**src/rtl/valid_event_counter.sv**
```systemverilog
// Registered valid-driven event counter with a one-cycle-delayed copy, wrap/saturate/threshold
// status pulses, and a single-entry valid/ready snapshot port.
module valid_event_counter #(
   parameter int unsigned WIDTH    = 8,
   parameter bit          SATURATE = 1'b0,
   parameter int unsigned THRESH   = 4
) (
   input  logic             clk,
   input  logic             rst,
   input  logic             en,
   input  logic             valid,
   input  logic             clr,
   output logic [WIDTH-1:0] count,
   output logic [WIDTH-1:0] count_prev,
   output logic             incr,
   output logic             wrap,
   output logic             sat,
   output logic             thr_hit,
   input  logic             snap_req,
   output logic             snap_valid,
   input  logic             snap_ready,
   output logic [WIDTH-1:0] snap_data
);

   localparam logic [WIDTH-1:0] MAX_V    = '1;
   localparam logic [WIDTH-1:0] THRESH_V = WIDTH'(THRESH);

   typedef enum logic {
      SNAP_IDLE = 1'b0,
      SNAP_HOLD = 1'b1
   } snap_state_e;

   logic [WIDTH-1:0] count_q, count_d;
   logic [WIDTH-1:0] prev_q;
   logic             incr_q, incr_d;
   logic             wrap_q, wrap_d;
   logic             thr_q, thr_d;
   logic             arm_q, arm_d;
   logic [WIDTH-1:0] snap_data_q, snap_data_d;
   snap_state_e      state_q, state_d;

   logic at_max;
   logic inc_ok;

   // Counter, status pulses and threshold arm.
   always_comb begin
      // NOTE: every variable gets a default first so no path leaves it unassigned (no latch).
      count_d = count_q;
      incr_d  = 1'b0;
      wrap_d  = 1'b0;
      thr_d   = 1'b0;
      arm_d   = arm_q;
      at_max  = (count_q == MAX_V);
      inc_ok  = en && valid && !clr && !(SATURATE && at_max);

      if (clr) begin
         count_d = '0;
         arm_d   = 1'b1;
      end else if (inc_ok) begin
         count_d = count_q + WIDTH'(1);
         incr_d  = 1'b1;
         wrap_d  = at_max;
         thr_d   = arm_q && (count_d == THRESH_V);
         if (wrap_d) begin
            arm_d = 1'b1;
         end else if (count_d == THRESH_V) begin
            arm_d = 1'b0;
         end
      end
   end

   // Snapshot handshake: capture in IDLE, hold until the consumer accepts.
   always_comb begin
      state_d     = state_q;
      snap_data_d = snap_data_q;
      case (state_q)
         SNAP_IDLE: begin
            if (snap_req) begin
               snap_data_d = count_q;
               state_d     = SNAP_HOLD;
            end
         end
         SNAP_HOLD: begin
            if (snap_ready) begin
               state_d = SNAP_IDLE;
            end
         end
         default: state_d = SNAP_IDLE;
      endcase
   end

   always_ff @(posedge clk) begin
      // NOTE: state registers use non-blocking assignments so all update together at the edge.
      if (rst) begin
         count_q     <= '0;
         prev_q      <= '0;
         incr_q      <= 1'b0;
         wrap_q      <= 1'b0;
         thr_q       <= 1'b0;
         arm_q       <= 1'b1;
         snap_data_q <= '0;
         state_q     <= SNAP_IDLE;
      end else begin
         count_q     <= count_d;
         prev_q      <= count_q;
         incr_q      <= incr_d;
         wrap_q      <= wrap_d;
         thr_q       <= thr_d;
         arm_q       <= arm_d;
         snap_data_q <= snap_data_d;
         state_q     <= state_d;
      end
   end

   assign count      = count_q;
   assign count_prev = prev_q;
   assign incr       = incr_q;
   assign wrap       = wrap_q;
   assign thr_hit    = thr_q;
   assign sat        = SATURATE && at_max;
   assign snap_valid = (state_q == SNAP_HOLD);
   assign snap_data  = snap_data_q;

endmodule

```
**config.mk**
```make
export PLATFORM = sky130hd
export DESIGN_NAME = valid_event_counter
export DESIGN_NICKNAME = d
export VERILOG_FILES = /design/src/rtl/valid_event_counter.sv
export SDC_FILE = /design/constraint.sdc
export NUM_CORES = 1
export LEC_CHECK = 0
export ABC_CLOCK_PERIOD_IN_PS = 4600
export BUFFER_PORTS_ARGS = -buffer_cell sky130_fd_sc_hd__buf_4
export CELL_PAD_IN_SITES_DETAIL_PLACEMENT = 1
export CELL_PAD_IN_SITES_GLOBAL_PLACEMENT = 1
export CORE_ASPECT_RATIO = 1.1
export CORE_MARGIN = 2
export CORE_UTILIZATION = 35
export DETAILED_ROUTE_END_ITERATION = 8
export HOLD_SLACK_MARGIN = 0.05
export PLACE_DENSITY = 0.81
export SETUP_SLACK_MARGIN = 0.5
export SYNTH_ARGS = -nofsm -noshare
export SYNTH_HDL_FRONTEND = slang
export SYNTH_SLANG_ARGS = --single-unit
```
**constraint.sdc**
```tcl
create_clock -name clk -period 4.6 [get_ports clk]
set_input_delay 0 -clock clk [delete_from_list [all_inputs] [get_ports clk]]
set_output_delay 0 -clock clk [all_outputs]
set_load 0.005 [all_outputs]
```
# Word level (Yosys, flattened, before mapping)
# Cells that the tools add are included.
[word_totals] in_bits=7 word_cells=28 regBits=29
[classes] add_sub_neg=1 n_reduce_logical=9 n_mux=6 eq_ne=2 n_bitwise=2
[ops] op="$add 8x1->8 const B" count=1
[ops] op="$eq 8x3->1 const B" count=1
[ops] op="$eq 8x8->1 const B" count=1
[ops] op="$mux 1" count=5
[ops] op="$reduce_and 2->1" count=2
[ops] op="$logic_and 1x1->1" count=3
[ops] op="$reduce_or 3->1" count=1
[ops] op="$not 1->1" count=2
[ops] op="$pmux 1 s2" count=1
[ops] op="$reduce_bool 2->1" count=1
[ops] op="$reduce_or 2->1" count=1
[ops] op="$logic_not 1->1" count=1

# Logic depth before layout (Yosys ltp)
[logic_depth] ltp_word=4 mapped_depth=4

# Worst setup path before layout
# OpenSTA, ideal clock, no wires.
[synth_timing] path_kind="register to register" startpoint="register count_q[0] (netlist: count[0])" endpoint="register arm_q" t_required_ns=4.478 path_slack_ns=2.882 stages_incl_launch_ff=5 arrival_time_ns=1.596 path_cell_list="dfxtp_1 > ha_1 > or4b_1 > or3_1 > a221o_1"
[synth_between] elab_chain_len=4
[synth_lines] item="start: declaration" line="33" text="logic [WIDTH-1:0] count_q, count_d;"
[synth_lines] item="start signal: assignment" line="104" text="count_q <= count_d;"
[synth_lines] item="$add 8x1->8" line="60" text="count_d = count_q + WIDTH'(1);"
[synth_lines] item="$eq 8x3->1" line="66" text="end else if (count_d == THRESH_V) begin"
[synth_lines] item="$reduce_bool 2->1 (no line)"
[synth_lines] item="$reduce_and 2->1 (no line)"
[synth_lines] item="end signal: assignment" line="109" text="arm_q <= arm_d;"
[synth_lines] item="end: declaration" line="38" text="logic arm_q, arm_d;"
# Parallel ways exist; a longest one is shown, timed or not.
# A chain may end at the register's enable or synchronous reset.

# Worst setup path in the final report
# Ends and elaborated chain as after synthesis.

==> results.yml <==
critical_path:
  reg2reg_from: "count[0]"
  r2r-end: "arm_q"
  crit_type: "reg2reg"
  rrSetupSlack_ps: 2720
  cp.required_ps: 4830
  cp-start-kind: "register"
  cp-end-kind: "register"
  crit_arrival_ps: 2100
  ff2ff_path_depth: 4
  critical_path.max_fanout: 6
final_layout:
  seqCellArea_um2: 581
  fill_cells: 340
  drive_gt1_share_pct: 27.5
  final_nets: 160
  syn_to_final_growth_pct: 37.0
  n_antenna_cell: 0
  multiInputGateArea_um2: 427
sta:
  worst_pin_slew_ps: 603
  relSlewSlack_pct: 59.7
  setup_viol: 0
  finalHoldViolations: 0
  grt_setup_unrepaired: "false"
  fin_crit_ps: 1880
  hold_slack_ps: 68.1
  skew_ps: 6.48
  fmax_ghz: 0.532
  fin_crit_sh_pct: 40.8
  drv_slew: 0
  setup-tns-final_ps: 0
cts:
  htree_num_levels: 2
  cts_tree: "built"
  ctsRootBufferMaster: "clkbuf_4"
  cts_setup_buffers: 0
  clk_pin_slew_ps: 100
  clockBufferDepth: 2
  cts_buffers: 5
  clk_latency_ps: 330
  numClockSinks: 29
min_path:
  min_from: "en"
  hold_end: "count[0]"
  hold_path.class: "in2reg"
  hold_depth: 4
synth:
  ys_types: 28
  syn_nets: 120
  synth-simple-area-share_pct: 25.8
  synth_seq_cells: 29
  synth-adder-area-share_pct: 1.21
  synth-xor-area-share_pct: 1.69
  avgSynthCellArea_um2: 9.26
  synth_mux_area_share_pct: 0.965
  seq_area_frac_synth_pct: 56.0
  synthesis.area_mm2: 0.00104
  yosysWarnings: 0
  synth_top_family_by_area: "simple AND/OR/NAND/NOR gates"
  synth-compound-area-share_pct: 11.1
  syn-instance-count: 112
global_route:
  grt_remaining_overflow: 0
  antenna_found_initial: 0
  track_usage_pct: 18.0
  grt_pass1_wl_mm: 4.55
  grt_start_max_net_pins: 19
  grt_pass1_vias: 920
drt:
  dr.pass1.iters: 4
  vias: 945
  wl_per_cell_um: 15.1
  antenna_left: 0
  viasPerCell: 5.08
  post-route-drc-count: 0
  finalWirelength_mm: 2.81
  first_iter_violations: 4
floorplan:
  fp.dieW_um: 55.9
  fp.dieH_um: 61.1
  core_area_mm2: 0.00280
  die_area_mm2: 0.00342
  start_util_pct: 37.0
  pin_count: 36
  rows: 20
power_and_ir_drop:
  power.density_mw_per_mm2: 320
  peakVddDrop_v: 0.000154
  p_leak_uw: 0.000585
job:
  maxCapViolations: 0
placement:
  place_hpwl_mm: 1.90
  place_congestion: 0.782
  io_buffers: 34
outcome:
  status: "complete, no violations"
## what timing repair did
item / CTS / global route
setup endpoints to repair: 0 / 0
hold endpoints to repair: 18 / 0
hold buffers: 4 / 0
resized for setup: 0 / 0
## cells in the final DEF (no fill, tap or decap), types with 2 or more instances in the layout
cell,Yosys,layout
nor2_1,6,6
nand2_1,18,18
nand2b_1,2,2
inv_1,2,2
or3_1,3,3
dfxtp_1,29,29
or4_1,4,4
dlygate4sd3_1,0,4
a21oi_1,14,14
buf_4,1,34
nand3_1,2,2
o31ai_1,4,4
clkbuf_8,0,2
clkbuf_4,0,5
nor2b_1,8,8
## through the flow
| step | total power [µW] | cells | utilization (%) | worst slack, ps | cell area, µm² |
|---|---|---|---|---|---|
| 4_1_cts | 459 | 186 | 50.7 | 2800 | 1420 |
| 6_report | 455 | 186 | 50.7 | 2720 | 1420 |
| 5_1_grt | 476 | 186 | 50.7 | 2680 | 1420 |
| 3_5_place_dp | 279 | 174 | 46.8 | 2810 | 1310 |
| 2_1_floorplan | 269 | 112 | - | 2880 | 1040 |
| 3_3_place_gp | 278 | 174 | 46.8 | 2860 | 1310 |
## sequential cells by signal, summed over array words and instances (netlist names)
| register | count |
|---|---|
| count | 8 |
| count_prev | 8 |
| snap_data | 8 |
| arm_q | 1 |
| incr | 1 |
| snap_valid | 1 |
| thr_hit | 1 |
| wrap | 1 |
## cell usage after synthesis
cell type / count / area [µm²]
clkbuf_1: 4 / 15.0
and2_1: 1 / 6.26
o21ai_0: 1 / 5.00
buf_4: 1 / 7.51
conb_1: 1 / 3.75
nand2b_1: 2 / 12.5
a21oi_1: 14 / 70.1
nand3_1: 2 / 10.0
nand2_1: 18 / 67.6
o31ai_1: 4 / 30.0
mux2i_1: 1 / 10.0
or2_1: 1 / 6.26
a221o_1: 1 / 10.0
inv_1: 2 / 7.51
nor3_1: 1 / 5.00
ha_1: 1 / 12.5
nand4_1: 1 / 6.26
xnor2_1: 1 / 8.76
xor2_1: 1 / 8.76
dfxtp_1: 29 / 581
or3_1: 3 / 18.8
nor2_1: 6 / 22.5
or4b_1: 1 / 10.0
nor2b_1: 8 / 50.1
nand4b_1: 1 / 8.76
or4_1: 4 / 30.0
nand3b_1: 1 / 7.51
and3_1: 1 / 6.26
## area by class of cell
class,count,area share (%)
Clock inverter,1,0.352
Inverter,2,0.528
Clock buffer,7,4.58
Sequential cell,29,40.8
Multi-Input combinational cell,76,30.0
Timing Repair Buffer,38,20.8
Tap cell,33,2.90
## worst max path at each step
stage | from | to | cells after the start
after floorplan | count[0] | arm_q | 4
after global placement | count[0] | arm_q | 4
after detailed placement | count[0] | arm_q | 4
after CTS | count[0] | arm_q | 4
after global routing | count[0] | arm_q | 4
final | count[0] | arm_q | 4
## metal layers
layer | part of all wire, % | vias up | wire length, µm | track usage (%)
li1 | - | 463 | - | -
met1 | 41 | 458 | 1150 | 20.2
met2 | 53 | 20 | 1490 | 30.6
met3 | 4.6 | 4 | 129 | 6.93
met4 | 1.6 | 0 | 46 | 9.18
met5 | 0 | - | 0 | 0
## worst max-delay path, cell delays in order, from the launching register on
cell	delay [ps]
dfxtp_1	470
ha_1	230
or4b_1	460
or3_1	320
a221o_1	290
## where the power goes
group,switching [µW],leakage [µW],total (µW),internal [µW]
Clock,91.0,0.0000413,180,88.5
Sequential,1.43,0.000234,254,252
Combinational,12.1,0.000309,22.0,9.94
Total,105,0.000585,455,351
## cell families after synthesis
| logic type | after synthesis |
|---|---|
| simple gates | 51 |
| flops | 29 |
| compound gates | 20 |
| buf+inv | 7 |
| xor+xnor | 2 |
| fa+ha+maj | 1 |
| other cells | 1 |
| mux | 1 |
(Power assumes the default switching activity.)
